[config.mk]
export PLATFORM = sky130hd
export DESIGN_NAME = breathe_drv
export DESIGN_NICKNAME = d
export VERILOG_FILES = /design/src/rtl/breathe_pkg.sv /design/src/rtl/tick_gen.sv /design/src/rtl/breathe_drv.sv
export SDC_FILE = /design/constraint.sdc
export NUM_CORES = 1
export LEC_CHECK = 0
export ABC_CLOCK_PERIOD_IN_PS = 7470
export BUFFER_PORTS_ARGS = -buffer_cell sky130_fd_sc_hd__buf_2
export CORE_ASPECT_RATIO = 1.5
export CORE_MARGIN = 5
export CORE_UTILIZATION = 64
export DETAILED_ROUTE_END_ITERATION = 7
export PLACE_DENSITY = 0.85
export SLEW_MARGIN = 20
export SYNTH_ARGS = -nofsm -noshare
export SYNTH_HDL_FRONTEND = slang
export SYNTH_SLANG_ARGS = --single-unit
[constraint.sdc]
create_clock -name clk -period 7.47 [get_ports clk]
set_input_delay 1.494 -clock clk [delete_from_list [all_inputs] [get_ports clk]]
set_output_delay 1.494 -clock clk [all_outputs]
set_load 0.03 [all_outputs]
[src/rtl/breathe_pkg.sv]
// Shared types and constants for the breathing-LED duty generator.
// The state encoding is exported on the phase port, so the values are fixed.
package breathe_pkg;

   localparam int DUTY_W       = 8;
   localparam int DEF_MAX_DUTY = 255;

   typedef enum logic [1:0] {
      RISE    = 2'd0,
      HOLD_HI = 2'd1,
      FALL    = 2'd2,
      HOLD_LO = 2'd3
   } state_t;

endpackage

[src/rtl/tick_gen.sv]
// Free-running prescaler: one-cycle tick every TICK_DIV enabled cycles.
// A low en freezes the count, so a paused ramp resumes mid-interval.
module tick_gen #(
   parameter int TICK_DIV = 196078
) (
   input  logic clk,
   input  logic rst,
   input  logic en,
   output logic tick
);

   localparam int            CW   = $clog2(TICK_DIV);
   localparam logic [CW-1:0] LAST = CW'(TICK_DIV - 1);

   logic [CW-1:0] cnt;

   assign tick = en && (cnt == LAST);

   always_ff @(posedge clk or posedge rst) begin
      if (rst) begin
         cnt <= '0;
      end else if (en) begin
         cnt <= (cnt == LAST) ? '0 : cnt + 1'b1;
      end
   end

endmodule

[src/rtl/breathe_drv.sv]
// Breathing duty source: triangular ramp with dwell at both ends, paced by tick_gen.
// duty2 is either the complement of duty1 or a copy of it, chosen by mode.
module breathe_drv
   import breathe_pkg::*;
#(
   parameter int TICK_DIV   = 196078,
   parameter int STEP       = 1,
   parameter int HOLD_TICKS = 64,
   parameter int MAX_DUTY   = DEF_MAX_DUTY
) (
   input  logic              clk,
   input  logic              rst,
   input  logic              en,
   input  logic              mode,
   output logic [DUTY_W-1:0] duty1,
   output logic [DUTY_W-1:0] duty2,
   output logic              upd,
   output logic [1:0]        phase
);

   localparam int                HC_W      = (HOLD_TICKS > 1) ? $clog2(HOLD_TICKS) : 1;
   localparam logic [HC_W-1:0]   HOLD_LAST = HC_W'((HOLD_TICKS > 0) ? HOLD_TICKS - 1 : 0);
   localparam logic [DUTY_W:0]   MAX9      = (DUTY_W + 1)'(MAX_DUTY);
   localparam logic [DUTY_W:0]   STEP9     = (DUTY_W + 1)'(STEP);
   localparam logic [DUTY_W-1:0] MAX8      = DUTY_W'(MAX_DUTY);
   localparam state_t            AFTER_TOP = (HOLD_TICKS == 0) ? FALL : HOLD_HI;
   localparam state_t            AFTER_BOT = (HOLD_TICKS == 0) ? RISE : HOLD_LO;

   logic              tick;
   state_t            state_reg, state_next;
   logic [HC_W-1:0]   hold_reg, hold_next;
   logic [DUTY_W-1:0] duty_next, duty2_next;
   logic [DUTY_W:0]   sum9, dif9;

   tick_gen #(.TICK_DIV(TICK_DIV)) u_tick (
      .clk  (clk),
      .rst  (rst),
      .en   (en),
      .tick (tick)
   );

   // 9-bit sum/difference: the carry/borrow bit decides saturation at the ends.
   always_comb begin
      state_next = state_reg;
      hold_next  = hold_reg;
      duty_next  = duty1;
      sum9       = {1'b0, duty1} + STEP9;
      dif9       = {1'b0, duty1} - STEP9;
      if (tick) begin
         case (state_reg)
            RISE: begin
               if (sum9 >= MAX9) begin
                  duty_next  = MAX8;
                  state_next = AFTER_TOP;
               end else begin
                  duty_next = sum9[DUTY_W-1:0];
               end
            end
            HOLD_HI: begin
               if (hold_reg == HOLD_LAST) begin
                  hold_next  = '0;
                  state_next = FALL;
               end else begin
                  hold_next = hold_reg + 1'b1;
               end
            end
            FALL: begin
               if (dif9[DUTY_W] || (dif9 == '0)) begin
                  duty_next  = '0;
                  state_next = AFTER_BOT;
               end else begin
                  duty_next = dif9[DUTY_W-1:0];
               end
            end
            HOLD_LO: begin
               if (hold_reg == HOLD_LAST) begin
                  hold_next  = '0;
                  state_next = RISE;
               end else begin
                  hold_next = hold_reg + 1'b1;
               end
            end
            default: state_next = RISE;
         endcase
      end
      duty2_next = mode ? duty_next : (MAX8 - duty_next);
   end

   always_ff @(posedge clk or posedge rst) begin
      if (rst) begin
         state_reg <= RISE;
         hold_reg  <= '0;
         duty1     <= '0;
         duty2     <= MAX8;
         upd       <= 1'b0;
      end else begin
         state_reg <= state_next;
         hold_reg  <= hold_next;
         duty1     <= duty_next;
         duty2     <= duty2_next;
         upd       <= (duty_next != duty1);
      end
   end

   assign phase = state_reg;

endmodule

# Word level (Yosys, flattened, before mapping)
# Index checks and enable logic that the tools add are counted.
[classes]
addsub = 5
magnitude_cmp = 1
n_eq_ne = 10
muxes = 12
n_reduce_logical = 7
[ops]
columns = ["cell", "n"]
rows = [
  ["8-bit 2-to-1 mux", 4],
  ["18-bit by 1-bit adder with 18-bit output, second input constant", 1],
  ["18-bit == test, second input constant", 1],
  ["18-bit 2-to-1 mux", 1],
  ["8-bit one-hot mux with 2 select lines", 1],
  ["8-bit by 1-bit adder with 9-bit output, second input constant", 1],
  ["9-bit by 8-bit >= comparator with 1-bit output, second input constant", 1],
  ["9-bit logical NOT", 1],
  ["8-bit by 1-bit subtractor with 9-bit output, second input constant", 1],
  ["2-bit 2-to-1 mux", 4],
  ["2-bit inequality test, second input constant", 4],
  ["8-bit inequality test", 1],
  ["2-bit one-hot mux with 4 select lines", 1],
  ["8-bit subtractor, first input constant", 1],
  ["6-bit by 1-bit adder with 6-bit output, second input constant", 1],
  ["6-bit == test, second input constant", 1],
  ["6-bit 2-to-1 mux", 1],
  ["5-bit AND reduction", 1],
  ["2-bit == test, second input constant", 2],
  ["2-bit by 1-bit == test with 1-bit output, second input constant", 1],
  ["2-bit logical NOT", 1],
  ["2-bit AND reduction", 1],
  ["2-bit OR reduction", 1],
  ["1-bit logical AND", 1],
  ["1-bit logical OR", 1],
]
[word_totals]
regBits = 43
inputBits = 4
output_inout_bits = 19
elab_cells = 41

# Longest topological paths before layout
# Gate-level depths: netlist (run 1).
[logic_depth]
word_depth = 8
depth_mapped = 11
mapped_depth_nobuf = 9

# Modules after synthesis
# A second synthesis (run 1) with hierarchy kept.
[hier_totals]
hier_cells = 324
hier_area_um2 = 2854.0
[modules_own_cells]
columns = ["module", "instances", "cells_each", "area_each_um2", "seq_area_each_um2"]
rows = [
  ["breathe_drv", 1, 220, 1878.1, 635.6],
  ["tick_gen", 1, 104, 975.9, 450.4],
]

# Worst setup path after synthesis (run 1)
# No wires, ideal clock.
[synth_timing]
kind = "input to register"
startpoint = "input en"
endpoint = "register state_reg[0], in the netlist phase[0]"
setup_time_ps = 128
arrival_ps = 2682
t_required_ps = 7342
path_slack_ps = 4661
stages = 5
n_path_buf = 0
path_cell_list = "and3_1 > nand4b_1 > nor3_4 > o2111ai_1 > mux2_1"
[synth_via]
elab_chain_cells = 2
[synth_lines]
columns = ["item", "line_no", "rtl"]
rows = [
  ["start: declaration", "breathe_drv.sv:13", "input logic en,"],
  ["1-bit logical AND", "tick_gen.sv:17", "assign tick = en && (cnt == LAST);"],
  ["5-bit AND reduction (no source line)", "-", ""],
  ["end signal: assignment", "breathe_drv.sv:97", "state_reg <= state_next;"],
  ["end: declaration", "breathe_drv.sv:30", "state_t state_reg, state_next;"],
]
# Every way passes these cells.
# A chain may end at the register's enable or synchronous reset.

# Worst setup path after layout (run 1)
[layout_timing]
startpoint = "input en"
endpoint = "register state_reg[1], in the netlist phase[1]"
# The elaborated chain is that of the path after synthesis.

==> results of run 1 <==
-- worst min-delay path by stage --
stage	startpoint	end
after global routing	hold_reg[2]	hold_reg[2]
after CTS	hold_reg[5]	hold_reg[5]
after detailed placement	hold_reg[5]	hold_reg[5]
after floorplan	hold_reg[5]	hold_reg[5]
final	hold_reg[5]	hold_reg[5]
after global placement	hold_reg[5]	hold_reg[5]
-- per-stage QoR --
stage / util / std cells / cell area, µm² / hold slack (ps)
2_1_floorplan: - / 292 / 2710 / 446
3_3_place_gp: 0.677 / 347 / 2820 / 473
3_5_place_dp: 0.677 / 347 / 2820 / 483
4_1_cts: 0.702 / 355 / 2930 / 495
5_1_grt: 0.702 / 355 / 2930 / 522
6_report: 0.702 / 355 / 2930 / 494
-- worst max-delay path, delay by kind of cell --
kind / cells / cell delay (ps)
compound gates: 1 / 290
mux: 1 / 370
buf+inv: 1 / 130
simple gates: 3 / 1050
-- synthesized netlist by cell type (2+ instances only) --
cell type / number / area, µm²
sky130_fd_sc_hd__ha_1: 11 / 138
sky130_fd_sc_hd__nor4b_2: 2 / 30.0
sky130_fd_sc_hd__a31oi_1: 2 / 12.5
sky130_fd_sc_hd__xor2_1: 14 / 123
sky130_fd_sc_hd__o21ai_0: 16 / 80.1
sky130_fd_sc_hd__and3_1: 5 / 31.3
sky130_fd_sc_hd__buf_2: 6 / 30.0
sky130_fd_sc_hd__mux2_1: 2 / 22.5
sky130_fd_sc_hd__a211oi_1: 2 / 15.0
sky130_fd_sc_hd__o31a_1: 2 / 17.5
sky130_fd_sc_hd__dfstp_2: 8 / 210
sky130_fd_sc_hd__nor2b_1: 2 / 12.5
sky130_fd_sc_hd__xnor2_1: 15 / 131
sky130_fd_sc_hd__o21ai_1: 5 / 25.0
sky130_fd_sc_hd__nand2_1: 30 / 113
sky130_fd_sc_hd__nor2_1: 32 / 120
sky130_fd_sc_hd__clkbuf_1: 8 / 30.0
sky130_fd_sc_hd__o211ai_1: 2 / 15.0
sky130_fd_sc_hd__o31ai_2: 2 / 25.0
sky130_fd_sc_hd__nand4_1: 6 / 37.5
sky130_fd_sc_hd__inv_1: 9 / 33.8
sky130_fd_sc_hd__nand3_1: 13 / 65.1
sky130_fd_sc_hd__o2111ai_1: 2 / 17.5
sky130_fd_sc_hd__o31ai_1: 5 / 37.5
sky130_fd_sc_hd__nand3b_1: 2 / 15.0
sky130_fd_sc_hd__a21oi_1: 9 / 45.0
sky130_fd_sc_hd__or3_1: 5 / 31.3
sky130_fd_sc_hd__dfrtp_1: 35 / 876
sky130_fd_sc_hd__nor3_1: 7 / 35.0
-- logic make-up (layout without fill, tap and decap cells) --
logic type                 after synthesis  after routing  share of synthesized area
adders and majority gates               11             11                     0.0509
and+or+nand+nor                        119            119                      0.234
AOI/OAI and AO/OA                       63             63                      0.172
DFF                                     43             43                      0.401
muxes                                    3              3                     0.0125
xor gates and xnor gates                29             29                     0.0939
buffers and inverters                   24             41                     0.0361
-- per-layer routing --
metal | GRT usage | share of wire
met5 | 0 | 0
met4 | 0.102 | 0.023
met3 | 0.0324 | 0.040
met2 | 0.395 | 0.55
met1 | 0.238 | 0.39
-- final cells by class --
type,count,area [µm²]
Fill cell,328,1240
Inverter,9,33.8
Timing Repair Buffer,24,125
Sequential cell,43,1090
Clock buffer,7,96.3
Tap cell,46,57.6
Clock inverter,1,7.51
Multi-Input combinational cell,225,1520
-- power by group --
part           switching (mW)  internal, mW
Sequential             0.0235         0.254
Clock                  0.0805        0.0841
Combinational          0.0354        0.0262
==> impl_results.rst, run 1 <==
.. list-table::
   :header-rows: 1

   * - Metric
     - Value
   * - Result of the run
     - complete, no violations
   * - Data arrival, critical path
     - roughly 3300 ps
   * - Share of final-layout standard cells stronger than drive strength 1
     - 0.181
   * - Data required time of the worst path
     - around 7700 ps
   * - VDD IR-drop max
     - 0.184 mV
   * - Gate Count Post-Synth
     - ~300
   * - Place WS
     - 3990 ps
   * - Number of global-route vias before repair
     - ~2,100
   * - Final wirelength
     - 5700 µm
   * - Hold Path Cell Cnt
     - 1
   * - CP Launch Type
     - primary input
   * - Sum of negative setup slack
     - 0 ps
   * - DPL Wire Length
     - 4170 µm
   * - Routed via count
     - around 2,200
   * - Endpoint of the worst-slack reg-to-reg timing path
     - phase[1]
   * - Number of primary I/O pins
     - 23
   * - Final cycle utilization of the critical path
     - 0.423
   * - Post-CTS setup buffers
     - 0
   * - TritonRoute pass-1 iters
     - 5
   * - Worst skew pair latency
     - 300 ps
   * - Achievable frequency
     - roughly 320 MHz
   * - CP Launch Point
     - en
   * - ANT nets after route
     - 0
   * - Number of nets in the layout
     - ~320
   * - Die height
     - roughly 90 µm
   * - Total number of clock tree sinks
     - 43
   * - Total nets after synthesis
     - 307
   * - Post-synthesis sequential area ratio
     - 0.401
   * - Clock transition at path regs
     - roughly 80 ps
   * - Area of the die
     - between 5000 and 6000 µm²
   * - Final global-route overflow total
     - 0
   * - Routed wire per std cell
     - ~16 µm
   * - Leading cell type in the layout, fill and taps excluded
     - sky130_fd_sc_hd__dfrtp_1
   * - Max Transition Viols Final
     - 0
   * - Share of flip-flops with an asynchronous set or reset
     - 1.00
   * - Largest register by flop count
     - u_tick.cnt
   * - Final critical path time including I/O delays and setup
     - approximately 3200 ps
   * - Num CTS Buffers
     - 5
   * - Number of synthesized register bits
     - 43
   * - Kind of critical path
     - primary input to flip-flop
   * - Count of endpoints failing hold in the final timing report
     - 0
   * - CTS H-Tree Depth
     - 2
   * - Most used cells in the layout excluding fill and tap cells
     - sky130_fd_sc_hd__dfrtp_1 (35), sky130_fd_sc_hd__nor2_1 (32), sky130_fd_sc_hd__nand2_1 (30)
   * - Reg-to-Reg Start
     - duty1[0]
   * - Slack of the worst reg-to-reg path
     - around 4500 ps
   * - Max Cap Viol
     - 0
   * - Max Root-Sink Buffers
     - 2
   * - Sort of element at the end of the critical path
     - flip-flop
   * - # hold bufs at CTS
     - 0
   * - RSZ-0062 raised after global routing
     - false
   * - Top flip-flop cell by instance count after synthesis
     - sky130_fd_sc_hd__dfrtp_1
   * - Number of inserted diodes
     - 0
   * - Clock tree from TritonCTS
     - built
   * - Rows
     - 29
   * - Actual transition at the worst max-transition pin
     - 631 ps
   * - Number of remaining DRC errors
     - 0
   * - Unique masters post-synth
     - 62
   * - DIE WIDTH
     - 63.1 µm
   * - Critical path's largest stage delay
     - approximately 580 ps
   * - Number of flops mapped to enable cells by yosys
     - 0
   * - Normalized max-slew margin
     - 0.578
   * - Core Box Area
     - around 4200 µm²
   * - IO Port Bufs
     - 22
   * - Leakage Power
     - 1.29 nW
   * - Total global-route track usage
     - 0.213
   * - Synthesized area
     - 2710 µm²
   * - Pin count of the biggest net entering global routing
     - 44
   * - Slack of the critical path
     - ~4300 ps
   * - Initial standard-cell utilization of the core
     - 0.648
   * - Wire length of the first global-routing pass
     - 9640 µm
   * - 1st-iter DRT viols
     - approximately 190
   * - Final number of setup-violating endpoints
     - 0
   * - Routability cong.
     - 0.857
   * - Skew final
     - approximately 4.9 ps
   * - Top flop regs
     - u_tick.cnt x18, duty1 x8, duty2 x8
   * - Total Power Consumption
     - just over 500 µW
   * - Peak fanout along the critical path
     - 17
   * - Average instance area after synthesis
     - just over 9 µm²
   * - Initial antenna violation count
     - 0
   * - Crit path cell chain
     - buf_2 > and3_1 > nand4b_1 > nor3_4 > o2111ai_1 > mux2_1
   * - Hold/Removal Path Class
     - flip-flop to flip-flop
   * - Critical path destination
     - phase[1]
   * - Synthesis-to-finish area growth
     - 8.23%
   * - Count of cells resized by post-cts repair
     - 0
   * - Register-to-Register Path Depth
     - 7
   * - Vias per cell
     - 6.28
   * - Root Buffer
     - sky130_fd_sc_hd__clkbuf_8
   * - Power density over cell area
     - around 170 nW/µm²
   * - Cell with the largest stage delay on the worst path
     - sky130_fd_sc_hd__nor3_4
   * - Max reg flops
     - 18
   * - Yosys synthesis warning count
     - 0
(Power assumes the default switching activity.)
==> run 2, diff against run 1 <==
Settings changed: ABC_AREA set to 1, ABC_CLOCK_PERIOD_IN_PS 7470 to 3100, CORE_UTILIZATION 64 to 61, PLACE_DENSITY 0.85 to 0.81.
Clock period 7.47 ns to 3.1 ns, I/O delays scaled along.
==> run 2 against run 1 <==
  * Clock skew increased by 6.2 ps
  * First-iteration DRC count increased by 48%
  * Flip-flop and latch count unchanged
  * Count of clock-buffer cells in the layout decreased by 1
  * Critical endpoint is now upd
  * Largest cell class unchanged
  * Largest power group unchanged
==> impl_results.rst, run 2 <==
.. list-table::
   :header-rows: 1

   * - Metric
     - Value
   * - Result of the run
     - complete, no violations (unchanged)
   * - Leakage Power
     - 1.71 nW (was 1.29 nW)
   * - Combinational share of power
     - 0.136 (was 0.122)
   * - Post-CTS setup buffers
     - 0 (unchanged)
   * - Sort of element at the end of the critical path
     - flip-flop (unchanged)
   * - Psw
     - 366 µW (was 139 µW)
   * - Reg-to-Reg Start
     - phase[0] (was duty1[0])
   * - Kind of critical path
     - flip-flop to flip-flop (was primary input to flip-flop)
   * - DIE WIDTH
     - 67.9 µm (was 63.1 µm)
   * - Power density over cell area
     - 412 nW/µm² (was 172 nW/µm²)
   * - Sequential power share
     - 0.496 (was 0.551)
   * - Most used cells in the layout excluding fill and tap cells
     - sky130_fd_sc_hd__nand2_1 (86), sky130_fd_sc_hd__inv_1 (50), sky130_fd_sc_hd__nand3_1 (41) (was sky130_fd_sc_hd__dfrtp_1 (35), sky130_fd_sc_hd__nor2_1 (32), sky130_fd_sc_hd__nand2_1 (30))
   * - RSZ-0062 raised after global routing
     - false (unchanged)
   * - Met1 routed wirelength after detailed routing
     - 2830 µm (was 2230 µm)
   * - Max Cap Viol
     - 0 (unchanged)
   * - Slack of the worst reg-to-reg path
     - 570 ps (was 4480 ps)
   * - Max Transition Viols Final
     - 0 (unchanged)
   * - IO Port Bufs
     - 22 (unchanged)
   * - Unique masters post-synth
     - 43 (was 62)
   * - Internal
     - 1.01 mW (was 364 µW)
   * - Final critical path time including I/O delays and setup
     - between 2000 and 3000 ps
   * - Final wirelength
     - 7340 µm (was 5700 µm)
   * - Gate Count Post-Synth
     - 404 (was 292)
   * - Number of remaining DRC errors
     - 0 (unchanged)
   * - CTS H-Tree Depth
     - 2 (unchanged)
   * - Num CTS Buffers
     - 5 (unchanged)
   * - Initial standard-cell utilization of the core
     - 0.633 (was 0.648)
   * - Pin count of the biggest net entering global routing
     - 28 (was 44)
   * - Hold/Removal Path Class
     - primary input to asynchronous set/reset pin (was flip-flop to flip-flop)
   * - Wire length on met2
     - 3910 µm (was 3110 µm)
   * - Final number of setup-violating endpoints
     - 0 (unchanged)
   * - Root Buffer
     - sky130_fd_sc_hd__clkbuf_8 (unchanged)
   * - Routed via count
     - 2,789 (was 2,228)
   * - VDD IR-drop max
     - 0.520 mV (was 0.184 mV)
   * - Number of primary I/O pins
     - 23 (unchanged)
   * - Routed wire per std cell
     - 14.9 µm (was 16.0 µm)
   * - Sum of negative setup slack
     - 0 ps (unchanged)
   * - Max Root-Sink Buffers
     - 2 (unchanged)
   * - Buffering stage count on the worst path with inverters included
     - 3 (was 1)
   * - Initial antenna violation count
     - 0 (unchanged)
   * - Share of final-layout standard cells stronger than drive strength 1
     - 0.206 (was 0.181)
   * - Data arrival, critical path
     - 2700 ps (was 3340 ps)
   * - Register-to-Register Path Depth
     - 11 (was 7)
   * - Share of flip-flops with an asynchronous set or reset
     - 1.00 (unchanged)
   * - Cell with the largest stage delay on the worst path
     - sky130_fd_sc_hd__ha_1 (was sky130_fd_sc_hd__nor3_4)
   * - Endpoint of the worst-slack reg-to-reg timing path
     - upd (was phase[1])
   * - Final global-route overflow total
     - 0 (unchanged)
   * - ANT nets after route
     - 0 (unchanged)
   * - Clock transition at path regs
     - 80 ps (about the same)
   * - Synthesis-to-finish area growth
     - 9.14% (was 8.23%)
   * - Final cycle utilization of the critical path
     - 0.816
   * - Actual transition at the worst max-transition pin
     - 618 ps (was 631 ps)
   * - Hold Slack
     - 366 ps (was 494 ps)
   * - TritonRoute pass-1 iters
     - 4 (was 5)
   * - Peak fanout along the critical path
     - 13 (was 17)
   * - Switching power as a share of total power
     - 0.265 (was 0.277)
   * - Top metal layer carrying routed signals
     - met4 (unchanged)
   * - Wire length on met3
     - 300 µm (was 229 µm)
   * - Total number of clock tree sinks
     - 43 (unchanged)
   * - Skew final
     - 11.1 ps (was 4.92 ps)
   * - Synthesized area
     - 3070 µm² (was 2710 µm²)
   * - Total nets after synthesis
     - 419 (was 307)
   * - Area share of the leading cell type in the synthesized netlist
     - 0.285 (was 0.324)
   * - Largest register by flop count
     - u_tick.cnt (unchanged)
   * - Vias per cell
     - 5.66 (was 6.28)
   * - Area contributors post-synth
     - sky130_fd_sc_hd__dfrtp_1 (29%), sky130_fd_sc_hd__nand2_1 (11%), sky130_fd_sc_hd__dfstp_2 (6.9%) (was sky130_fd_sc_hd__dfrtp_1 (32%), sky130_fd_sc_hd__dfstp_2 (7.8%), sky130_fd_sc_hd__ha_1 (5.1%))
   * - Number of nets in the layout
     - 441 (was 323)
   * - Critical path's largest stage delay
     - 560 ps (was 580 ps)
   * - Number of inserted diodes
     - 0 (unchanged)
   * - Routability cong.
     - 1.02 (was 0.857)
   * - Wire length of the first global-routing pass
     - 12,400 µm (was 9640 µm)
   * - Number of global-route vias before repair
     - 2,705 (was 2,114)
   * - Count of endpoints failing hold in the final timing report
     - 0 (unchanged)
   * - Post-synthesis sequential area ratio
     - 0.354 (was 0.401)
   * - Clock tree from TritonCTS
     - built (unchanged)
   * - Average instance area after synthesis
     - 7.59 µm² (was 9.26 µm²)
   * - Count leader, synth
     - sky130_fd_sc_hd__nand2_1 (was sky130_fd_sc_hd__dfrtp_1)
   * - Count of cells resized by post-cts repair
     - 0 (unchanged)
   * - Number of flops mapped to enable cells by yosys
     - 0 (unchanged)
   * - Area of the die
     - 6580 µm² (was 5650 µm²)
   * - Die height
     - 96.9 µm (was 89.6 µm)
   * - Max reg flops
     - 18 (unchanged)
   * - # hold bufs at CTS
     - 0 (unchanged)
   * - 1st-iter DRT viols
     - 285 (was 192)
   * - Most common library cells after synthesis
     - sky130_fd_sc_hd__nand2_1 (86), sky130_fd_sc_hd__inv_1 (51), sky130_fd_sc_hd__nand3_1 (41), sky130_fd_sc_hd__nor2_1 (36), sky130_fd_sc_hd__dfrtp_1 (35) (was sky130_fd_sc_hd__dfrtp_1 (35), sky130_fd_sc_hd__nor2_1 (32), sky130_fd_sc_hd__nand2_1 (30), sky130_fd_sc_hd__o21ai_0 (16), sky130_fd_sc_hd__xnor2_1 (15))
   * - Top flop regs
     - u_tick.cnt x18, duty1 x8, duty2 x8 (unchanged)
   * - Rows
     - 31 (was 29)
   * - CP Launch Type
     - flip-flop (was primary input)
   * - Core Box Area
     - 4850 µm² (was 4170 µm²)
   * - Kind of cell adding the most delay to the critical path
     - simple AND/OR/NAND/NOR gates (unchanged)
   * - Yosys synthesis warning count
     - 0 (unchanged)
   * - Leading cell type in the layout, fill and taps excluded
     - sky130_fd_sc_hd__nand2_1 (was sky130_fd_sc_hd__dfrtp_1)
   * - Finished Core Util
     - 0.691 (was 0.702)
   * - Post-synth top area cell
     - sky130_fd_sc_hd__dfrtp_1 (unchanged)
   * - Data required time of the worst path
     - 3270 ps (was 7650 ps)
   * - Summed area of non-filler cells in the final layout
     - 3350 µm² (was 2930 µm²)
   * - Clock Power Share
     - 0.369 (was 0.327)
   * - Top flip-flop cell by instance count after synthesis
     - sky130_fd_sc_hd__dfrtp_1 (unchanged)
   * - Normalized max-slew margin
     - 0.588 (was 0.578)
   * - Post-detailed-placement cell area
     - 3220 µm² (was 2820 µm²)
   * - DPL Wire Length
     - 5660 µm (was 4170 µm)
   * - Achievable frequency
     - approximately 400 MHz
   * - Total global-route track usage
     - 0.242 (was 0.213)
   * - Crit path cell chain
     - inv_1 > ha_1 > nor2_2 > inv_1 > nand3_2 > inv_2 > nand3_1 > nand3_1 > nand2_1 > nor2_1 > nand4_1 (was buf_2 > and3_1 > nand4b_1 > nor3_4 > o2111ai_1 > mux2_1)
   * - Number of synthesized register bits
     - 43 (unchanged)
   * - Worst skew pair latency
     - 290 ps (was 300 ps)
[run 2: cell count changes in the layout (fill, tap and decap cells not counted), sizes merged, moves of 11 or more]
cell	before	now
inv	9	56
nor2	32	55
nand3	13	47
xnor2	15	2
nand2	30	98
nand4	7	18
[run 2: layout make-up]
class | instances | area, µm²
timing repair buffer | 24 | 125
inverter | 56 | 213
multi-input combinational | 296 | 1710
sequential | 43 | 1090
fill | 401 | 1500
tap | 66 | 82.6
clock buffer | 6 | 72.6
clock inverter | 2 | 60.1
[run 2: worst max-delay path by stage]
stage	from	to	slack, ps	depth (start not counted)
floorplan	duty1[1]	phase[1]	900	10
global placement	phase[0]	upd	550	11
detailed placement	phase[0]	upd	570	11
CTS	phase[0]	upd	540	11
global route	phase[0]	upd	370	11
finish	phase[0]	upd	570	11
[run 2: stage by stage]
stage,total power [mW],instances,worst slack [ps]
final,1.38,493,569
after global routing,1.45,493,367
after CTS,1.39,493,542
after detailed placement,0.871,485,572
after global placement,0.861,485,551
after floorplan,0.823,404,897
[run 2: logic make-up (layout without fill, tap and decap cells)]
kind of cell	count (synthesis)	count (layout)	synth area share
and+or+nand+nor	228	228	0.383
xor gates and xnor gates	18	18	0.0514
buffers and inverters	65	88	0.0889
AOI/OAI and AO/OA	38	38	0.0746
DFF	43	43	0.354
adders and majority gates	11	11	0.0449
muxes	1	1	0.00367
[run 2: power groups by stage]
stage | registers, mW | logic, mW | clock network [mW]
final | 0.684 | 0.187 | 0.509
after global routing | 0.688 | 0.214 | 0.546
after floorplan | 0.686 | 0.136 | 0
after global placement | 0.685 | 0.177 | 0
after detailed placement | 0.686 | 0.185 | 0
after CTS | 0.680 | 0.188 | 0.521
[run 2: worst reg2reg max path: cells and delay by family (launching register included)]
family / cells / cell delay, ps
and+or+nand+nor: 7 / 960
buffers and inverters: 3 / 470
adders and majority gates: 1 / 560
DFF: 1 / 430
[run 2: per-layer routing]
metal  global-route usage  up-vias
met5                    0        -
met4                0.112        0
met3               0.0336       28
met2                0.430       93
met1                0.273     1311
li1                     -     1357
